### config.mk
export PLATFORM = sky130hd
export DESIGN_NAME = bcd_updown_scan_counter
export DESIGN_NICKNAME = d
export VERILOG_FILES = /design/src/rtl/seg7_pkg.sv /design/src/rtl/bcd_digit.sv /design/src/rtl/bcd_updown_scan_counter.sv
export SDC_FILE = /design/constraint.sdc
export NUM_CORES = 1
export LEC_CHECK = 0
export ABC_AREA = 1
export CAP_MARGIN = 20
export CELL_PAD_IN_SITES_DETAIL_PLACEMENT = 1
export CELL_PAD_IN_SITES_GLOBAL_PLACEMENT = 1
export CORE_ASPECT_RATIO = 0.6
export CORE_UTILIZATION = 35
export DETAILED_ROUTE_END_ITERATION = 12
export DONT_BUFFER_PORTS = 1
export HOLD_SLACK_MARGIN = 0.1
export PLACE_DENSITY = 0.73
export SLEW_MARGIN = 20
export SYNTH_ARGS = -nofsm -noshare
export SYNTH_HDL_FRONTEND = slang
export SYNTH_SLANG_ARGS = --single-unit
export TNS_END_PERCENT = 1
### constraint.sdc
create_clock -name clk -period 1.75 [get_ports clk]
set_clock_uncertainty 0.05 [all_clocks]
set_input_delay 0.525 -clock clk [delete_from_list [all_inputs] [get_ports clk]]
set_output_delay 0.525 -clock clk [all_outputs]
set_load 0.01 [all_outputs]
### src/rtl/seg7_pkg.sv
// Shared constants for the BCD counter and its active-low 7-segment decode.
// Segment order is {a,b,c,d,e,f,g,dp}; dp is always off.
package seg7_pkg;

   localparam logic [7:0] SEG_0     = 8'b00000011;
   localparam logic [7:0] SEG_1     = 8'b10011111;
   localparam logic [7:0] SEG_2     = 8'b00100101;
   localparam logic [7:0] SEG_3     = 8'b00001101;
   localparam logic [7:0] SEG_4     = 8'b10011001;
   localparam logic [7:0] SEG_5     = 8'b01001001;
   localparam logic [7:0] SEG_6     = 8'b01000001;
   localparam logic [7:0] SEG_7     = 8'b00011111;
   localparam logic [7:0] SEG_8     = 8'b00000001;
   localparam logic [7:0] SEG_9     = 8'b00001001;
   localparam logic [7:0] SEG_BLANK = 8'hFF;
   localparam logic [3:0] BCD_MAX   = 4'd9;

   function automatic logic [7:0] seg_decode(input logic [3:0] v);
      logic [7:0] s;
      case (v)
         4'd0:    s = SEG_0;
         4'd1:    s = SEG_1;
         4'd2:    s = SEG_2;
         4'd3:    s = SEG_3;
         4'd4:    s = SEG_4;
         4'd5:    s = SEG_5;
         4'd6:    s = SEG_6;
         4'd7:    s = SEG_7;
         4'd8:    s = SEG_8;
         4'd9:    s = SEG_9;
         default: s = SEG_BLANK;
      endcase
      return s;
   endfunction

endpackage

### src/rtl/bcd_digit.sv
// One BCD digit of the counter chain: increment or decrement when step_i is set,
// propagating carry (up) or borrow (down) to the next digit through step_o.
module bcd_digit
   import seg7_pkg::*;
(
   input  logic [3:0] val_i,
   input  logic       step_i,
   input  logic       up_i,
   output logic [3:0] val_o,
   output logic       step_o
);

   always_comb begin
      val_o  = val_i;
      step_o = 1'b0;
      if (step_i) begin
         if (up_i) begin
            if (val_i == BCD_MAX) begin
               val_o  = 4'd0;
               step_o = 1'b1;
            end else begin
               val_o = val_i + 4'd1;
            end
         end else begin
            if (val_i == 4'd0) begin
               val_o  = BCD_MAX;
               step_o = 1'b1;
            end else begin
               val_o = val_i - 4'd1;
            end
         end
      end
   end

endmodule

### src/rtl/bcd_updown_scan_counter.sv
// Multi-digit BCD up/down counter with parallel load, tick-enabled counting and a
// time-multiplexed common-anode 7-segment driver with optional leading-zero blanking.
module bcd_updown_scan_counter
   import seg7_pkg::*;
#(
   parameter int unsigned DIGITS   = 4,
   parameter int unsigned TICK_DIV = 25000000,
   parameter int unsigned SCAN_DIV = 50000,
   parameter int unsigned BLANK_LZ = 0
) (
   input  logic                  clk,
   input  logic                  reset,
   input  logic                  en,
   input  logic                  up,
   input  logic                  load,
   input  logic [4*DIGITS-1:0]   load_val,
   output logic [4*DIGITS-1:0]   bcd,
   output logic                  tick,
   output logic                  wrap,
   output logic [DIGITS-1:0]     an,
   output logic [7:0]            seg
);

   localparam int unsigned TW = $clog2(TICK_DIV);
   localparam int unsigned SW = $clog2(SCAN_DIV);
   localparam int unsigned IW = (DIGITS > 1) ? $clog2(DIGITS) : 1;
   localparam logic [DIGITS-1:0] AN_RESET = ~DIGITS'(1);

   logic [TW-1:0]         tdiv_q, tdiv_d;
   logic                  tick_q, tick_d;
   logic [4*DIGITS-1:0]   bcd_q, bcd_d;
   logic                  wrap_q, wrap_d;
   logic [SW-1:0]         sdiv_q, sdiv_d;
   logic [IW-1:0]         idx_q, idx_d;
   logic [DIGITS-1:0]     an_q, an_d;
   logic [7:0]            seg_q, seg_d;

   logic [4*DIGITS-1:0]   cnt_next;
   logic [4*DIGITS-1:0]   ld_clamped;
   logic [DIGITS:0]       step;
   logic [DIGITS-1:0]     lz;
   logic                  zero_above;
   logic [3:0]            cur_digit;
   logic                  blank;

   // The chain always computes "count by one"; the result is only taken on tick & en.
   assign step[0] = 1'b1;

   for (genvar i = 0; i < DIGITS; i++) begin : g_digit
      bcd_digit u_digit (
         .val_i  (bcd_q[4*i +: 4]),
         .step_i (step[i]),
         .up_i   (up),
         .val_o  (cnt_next[4*i +: 4]),
         .step_o (step[i+1])
      );
   end

   always_comb begin
      tdiv_d = (tdiv_q == TW'(TICK_DIV - 1)) ? '0 : tdiv_q + TW'(1);
      tick_d = (tdiv_q == TW'(TICK_DIV - 1));

      ld_clamped = '0;
      for (int i = 0; i < int'(DIGITS); i++) begin
         if (load_val[4*i +: 4] > BCD_MAX) begin
            ld_clamped[4*i +: 4] = BCD_MAX;
         end else begin
            ld_clamped[4*i +: 4] = load_val[4*i +: 4];
         end
      end

      bcd_d  = bcd_q;
      wrap_d = 1'b0;
      if (load) begin
         bcd_d = ld_clamped;
      end else if (tick_q && en) begin
         bcd_d  = cnt_next;
         wrap_d = step[DIGITS];
      end

      sdiv_d = (sdiv_q == SW'(SCAN_DIV - 1)) ? '0 : sdiv_q + SW'(1);
      idx_d  = idx_q;
      if (sdiv_q == SW'(SCAN_DIV - 1)) begin
         idx_d = (idx_q == IW'(DIGITS - 1)) ? '0 : idx_q + IW'(1);
      end
   end

   // lz[i] is set when digit i and every digit above it are zero.
   always_comb begin
      lz         = '0;
      zero_above = 1'b1;
      for (int i = int'(DIGITS) - 1; i >= 0; i--) begin
         zero_above = zero_above && (bcd_q[4*i +: 4] == 4'd0);
         lz[i]      = zero_above;
      end

      cur_digit = '0;
      blank     = 1'b0;
      for (int i = 0; i < int'(DIGITS); i++) begin
         if (idx_q == IW'(i)) begin
            cur_digit = bcd_q[4*i +: 4];
            blank     = (BLANK_LZ != 0) && (i != 0) && lz[i];
         end
      end

      an_d  = '1;
      seg_d = SEG_BLANK;
      if (!blank) begin
         an_d  = ~(DIGITS'(1) << idx_q);
         seg_d = seg_decode(cur_digit);
      end
   end

   always_ff @(posedge clk) begin
      if (!reset) begin
         tdiv_q <= '0;
         tick_q <= 1'b0;
         bcd_q  <= '0;
         wrap_q <= 1'b0;
         sdiv_q <= '0;
         idx_q  <= '0;
         an_q   <= AN_RESET;
         seg_q  <= SEG_0;
      end else begin
         tdiv_q <= tdiv_d;
         tick_q <= tick_d;
         bcd_q  <= bcd_d;
         wrap_q <= wrap_d;
         sdiv_q <= sdiv_d;
         idx_q  <= idx_d;
         an_q   <= an_d;
         seg_q  <= seg_d;
      end
   end

   assign bcd  = bcd_q;
   assign tick = tick_q;
   assign wrap = wrap_q;
   assign an   = an_q;
   assign seg  = seg_q;

endmodule

## Word level (Yosys, flattened, before mapping)

Memories as Yosys holds them, arrays and structs flattened. A register that Yosys moved wholly into a read port is not among the register bits.
Cells that the tools add are included.

| operators by class | value |
|---|---|
| $add $sub $neg | 11 |
| shifts and indexed selects | 1 |
| muxes and demuxes | 40 |
| reduce and logical (&&, ||, !) cells | 17 |
| bitwise logic cells | 4 |
| magnitude comparators | 4 |
| equal/unequal tests | 9 |

Operators by type and width:

| operator | number |
|---|---|
| $mux 4 | 23 |
| $mux 16 | 2 |
| $add 25x1->25 const B | 1 |
| $eq 25x25->1 const B | 1 |
| $add 16x1->16 const B | 1 |
| $add 4x1->4 const B | 4 |
| $eq 16x16->1 const B | 1 |
| $eq 4x4->1 const B | 4 |
| $gt 4x4->1 const B | 4 |
| $logic_not 4->1 | 4 |
| $sub 4x1->4 const B | 4 |
| $mux 1 | 14 |
| $reduce_bool 2->1 | 4 |
| $reduce_and 2->1 | 3 |
| $eq 2x2->1 const B | 2 |
| $not 4->4 | 1 |
| $reduce_or 2->1 | 2 |
| $reduce_or 4->1 | 1 |
| $shl 1x2->4 const A | 1 |
| $not 1->1 | 3 |
| $add 2x1->2 const B | 1 |
| $eq 2x1->1 const B | 1 |
| $logic_not 2->1 | 1 |
| $mux 2 | 1 |
| other kinds (2) | 2 |

| word-level totals | value |
|---|---|
| memory bits (read-only) | 112 |
| input bits | 21 |
| memories | 1 |
| logic and storage cells | 98 |
| bits in registers | 73 |

Memories:

| name | words | width | read ports | clocked after Yosys merged registers in | wr ports | RTL line | RTL |
|---|---|---|---|---|---|---|---|
| (name not given) | 16 | 7 | 1 | 1 | 0 | seg7_pkg.sv:20 | `case (v)` |

## Logic depth before layout (Yosys ltp)

Gate-level depths: netlist of the first run.

| depth | value |
|---|---|
| depth after elaboration | 8 |
| gate-level depth with buffers | 13 |

## Modules after synthesis

Synthesis of the first run repeated with hierarchy kept, for this count alone.

| unflattened totals | value |
|---|---|
| cell total of the unflattened synthesis | 706 |
| area, all modules | 4500.6 um^2 |

By module, submodules not included:

| module | cells an instance | seq. area each (um^2) | area an instance (um^2) | times used |
|---|---|---|---|---|
| bcd_updown_scan_counter | 522 | 1441.4 | 3654.8 | 1 |
| bcd_digit | 46 | 0.0 | 211.5 | 4 |

## Worst setup path before layout of the first run

No wires, ideal clock.

| timing | value |
|---|---|
| path kind | register -> register |
| start point | register idx_q[1] |
| end point | register seg_q[4] (netlist: seg[4]) |
| buffers on the path | 0 |
| cell stages (with the launch flop) | 13 |
| clock period less this slack | 1.836 ns |
| required time | 1.568 ns |
| setup time | 0.132 ns |
| data arrival time | 1.654 ns |
| setup slack | -0.086 ns |
| cells stage by stage | dfxtp_1 -> inv_1 -> ha_1 -> inv_1 -> nand2_1 -> nand3_1 -> nand2_1 -> o21ai_0 -> inv_1 -> ha_1 -> nand3b_1 -> nand3_1 -> a21oi_1 |

| between the ends | value |
|---|---|
| word-level cells in the longest chain between the ends | 5 |
| elaborated cells between the ends (all ways) | 8 |
| those cells by class | eq/ne: 3; mux: 4; reduce/logical: 1 |

Ends and longest elaborated chain:

| element | RTL line | RTL |
|---|---|---|
| start: declaration | bcd_updown_scan_counter.sv:34 | `logic [IW-1:0] idx_q, idx_d;` |
| start signal: assignment | bcd_updown_scan_counter.sv:130 | `idx_q <= idx_d;` |
| $logic_not 2->1 | bcd_updown_scan_counter.sv:100 | `if (idx_q == IW'(i)) begin` |
| $mux 4 (3 in series) | bcd_updown_scan_counter.sv:100 |  |
| $mux 4 (*) | bcd_updown_scan_counter.sv:100 |  |
| end: declaration | bcd_updown_scan_counter.sv:36 | `logic [7:0] seg_q, seg_d;` |

Mark *: on every way between the ends. The rest lies on a longest branch, timed or not.
A chain may end at the register's enable or synchronous reset.

## Worst setup path after layout of the first run

| timing | value |
|---|---|
| start point | register idx_q[0] |
| end point | register seg_q[7] (netlist: seg[7]) |

The elaborated chain is that of the path after synthesis.

==> summary.txt, run 1 <==
Logic synthesis
  • Synth Net Count: 711
  • Mean Syn Cell Area: 6.38 µm²
  • Synth warn: 0
  • Synth unique cells: 39
  • Mapped Cells: 679
  • Seq cells post-synth: 72
  • Synthesized cell area: 4330 µm²
  • Sequential share of the synthesized area: 33.3%

Floorplanning
  • Cell row count: 31
  • Die width: 146 µm
  • Boundary Pins: 51
  • Overall die area: 12,800 µm²
  • Initial Util: 35.9%
  • Placeable core area: 12,100 µm²
  • Die H: 88.2 µm

Clock network
  • Worst-skew pair later-pin latency: 340 ps
  • CTS sink count: 72
  • CTS buffer count: 9
  • CTS tree: built
  • Longest Clk Path Bufs: 2
  • CTS root buf: clkbuf_16
  • Depth of the CTS H-tree: 3
  • Clock-pin transition on the worst setup and hold timing paths: 60 ps

STA
  • Hold WS: 212 ps
  • Relative slew slack: 62.3%
  • Minimum clock period: 1780 ps
  • Max Fclk: 561 MHz
  • Measured slew at the worst slew-check pin: 564 ps
  • Fin crit share: 102%
  • Final setup vio count: 5
  • Final max-slew violation count: 0
  • Final Hold Vio Count: 0
  • Fin Setup TNS: -72.7 ps
  • Fin worst setup slack: -33.3 ps
  • RSZ-0062 raised after global routing: true

Cells and area
  • Fill count: 1,575
  • Layout Nets: 757
  • Layout cells sized above 1: 18.8%
  • Multi-input logic area: 2700 µm²
  • Reg area: 1450 µm²
  • Area growth syn-to-layout: 25.2%
  • Diode count: 0

Setup path
  • Data arrival time of the critical path: 1940 ps
  • WP data required: 1900 ps
  • Startpoint Class: register
  • Worst r2r dst: seg[7]$_SDFF_PN0_
  • CP Class: register to register
  • Crit path capture type: register
  • Worst reg-to-reg setup slack: -30 ps
  • Worst-case reg-to-reg path depth: 10
  • CP max FO: 6
  • Reg2reg start: idx_q[0]$_SDFFE_PN0N_

Min path
  • Min-Delay Path Class: input pin to register
  • HP Start: reset
  • Hold Path Depth: 1
  • Worst Hold Path EP: an[1]$_SDFF_PN1_

Status
  • Failing checks: setup timing
  • Status: complete, but fails checks

Global route
  • Pin count of the biggest net entering global routing: 26
  • Gr ovfl total: 0
  • GR Util All Layers: 23.0%
  • Initial antenna violation count: 0
  • Grt met2 use: 37.6%
  • Met1 usage: 31.4%
  • Most Crowded Layer GR: met2
  • Grt met3 use: 4.58%
  • Vias in the first global route: 4,559
  • First-pass GRT wire length: 23,100 µm

Drt
  • WL/cell: 15.9 µm
  • Post-route ant nets: 0
  • Drt total wl: 14,200 µm
  • DR vias/cell: 5.04
  • Drt initial violations: 252
  • # DRC: 0
  • Vias: 4,515
  • TritonRoute pass-1 iters: 4

Power
  • Max VDD drop: 0.464 mV
  • Power per cell area: 818 nW/µm²
  • Total power: 4.44 mW
  • Leakage power: 2.30 nW

Placed design
  • GPL Wtd Cong: 0.868
  • Port Buffers: 0
  • Hpwl dp: 10,700 µm

Flow run
  • Max Cap Viol: 0
## critical path: stages, from the launching register on
cell,delay (ps)
dfxtp_4,400
inv_6,50
ha_4,190
a21oi_4,160
nand2_2,90
o21ai_4,120
inv_2,100
ha_4,160
nand3b_1,170
nand3_1,110
a21oi_1,60
## metal layers
metal  up-vias  wire length, µm
li1       2248                -
met1      2175             7190
met2        84             6240
met3         8              674
met4         0              104
met5         -                0
## report_power, final
group | switching (mW) | total (mW) | internal [mW]
logic | 0.347 | 0.568 | 0.220
clock network | 0.740 | 2.11 | 1.37
registers | 0.0756 | 1.77 | 1.69
total | 1.16 | 4.44 | 3.28
## synthesized netlist by cell type
cell	n	share of area (%)
o21ai_2	1	0.20
a22oi_1	1	0.17
and3_1	1	0.14
nor2_2	8	1.2
nor3_2	1	0.23
xor2_1	14	2.8
nand3_1	55	6.4
or3_1	1	0.14
buf_4	3	0.52
o31ai_1	1	0.17
nand3_2	3	0.69
nor3_1	10	1.2
or2_0	2	0.29
o211ai_1	3	0.52
nor2_1	89	7.7
inv_1	80	6.9
nand2_4	1	0.26
nand4_1	10	1.4
a21oi_1	46	5.3
or2_2	2	0.29
a21boi_0	1	0.17
nor4_1	1	0.14
nand2_1	197	17
dfxtp_1	72	33
nand2_2	6	0.87
conb_1	1	0.087
ha_1	11	3.2
nor2_4	3	0.78
buf_8	2	0.69
buf_2	7	0.81
nor3b_1	2	0.35
nor4_2	1	0.29
a31oi_1	1	0.14
nand3b_1	7	1.2
inv_2	2	0.17
clkbuf_1	4	0.35
o21ai_0	22	2.5
a211oi_1	1	0.17
xnor2_1	6	1.2
## cells by family after synthesis
kind of cell / share of synthesized area [%]
and+or+nand+nor: 40.6
buffers and inverters: 9.47
AOI/OAI and AO/OA: 9.41
DFF: 33.3
xor gates and xnor gates: 4.04
adders and majority gates: 3.18
other: 0.0865
## stage by stage
step / std cells / area [µm²] / utilization [%] / setup slack, ps
2_1_floorplan: 679 / 4340 / - / 30.6
3_3_place_gp: 874 / 4790 / 39.7 / -81.8
3_5_place_dp: 874 / 4790 / 39.7 / -299
4_1_cts: 894 / 5320 / 44.1 / -28.0
5_1_grt: 895 / 5430 / 45.0 / -117
6_report: 895 / 5430 / 45.0 / -33.3
## how the worst max path moves through the flow
stage	startpoint	cells past startpoint	endpoint
after floorplan	idx_q[1]$_SDFFE_PN0N_	12	seg[4]$_SDFF_PN0_
after global routing	idx_q[0]$_SDFFE_PN0N_	12	seg[7]$_SDFF_PN0_
final	idx_q[0]$_SDFFE_PN0N_	10	seg[7]$_SDFF_PN0_
after detailed placement	idx_q[1]$_SDFFE_PN0N_	12	seg[7]$_SDFF_PN0_
after CTS	idx_q[1]$_SDFFE_PN0N_	12	seg[4]$_SDFF_PN0_
after global placement	idx_q[1]$_SDFFE_PN0N_	12	seg[7]$_SDFF_PN0_
## state kept, by name (all words and copies together), names as in the netlist
| register | cells |
|---|---|
| tick | 1 |
| seg | 7 |
| tdiv_q | 25 |
| an | 4 |
| idx_q | 2 |
| bcd | 16 |
| sdiv_q | 16 |
| wrap | 1 |
## cells in the final DEF (no fill, tap or decap), drive strengths merged
master	n
and3	1
nand3	58
inv	82
buf	51
nand2	204
nor4	2
nor3	11
dfxtp	72
a21boi	1
a22oi	1
nor3b	2
nand3b	7
o211ai	3
a31oi	1
nand4	10
a21oi	46
o31ai	1
ha	11
bufinv	2
or3	1
a211oi	1
clkinvlp	2
o21ai	23
xor2	14
nor2	100
clkbuf	12
or2	4
conb	1
xnor2	6
## cell type report
type                    instances  share of cell area (%)
clock buffers                  12                    4.91
repair buffers                 51                    7.47
inverters                      82                    5.95
clock inverters                 4                    1.38
well taps                     165                    3.81
multi-input cells             509                    49.7
flip-flops and latches         72                    26.8
## timing repair
action,CTS,global route
pin swaps,10,12
setup buffers,4,1
gates cloned,0,0
hold buffers,0,0
endpoints found under the hold margin,0,0
gates resized for setup,45,23
endpoints found under the setup margin,7,56
Note: power is estimated with default switching activity, not from simulation.
==> inputs of run 2 (changes only) <==
--- a/config.mk
+++ b/config.mk
@@ -11,6 +11,7 @@
 export CELL_PAD_IN_SITES_GLOBAL_PLACEMENT = 1
 export CORE_ASPECT_RATIO = 0.6
 export CORE_UTILIZATION = 35
+export CTS_CLUSTER_SIZE = 28
 export DETAILED_ROUTE_END_ITERATION = 12
 export DONT_BUFFER_PORTS = 1
 export HOLD_SLACK_MARGIN = 0.1
==> results of run 2 <==
The final DEF is identical to that of run 1; final timing and power are the same.
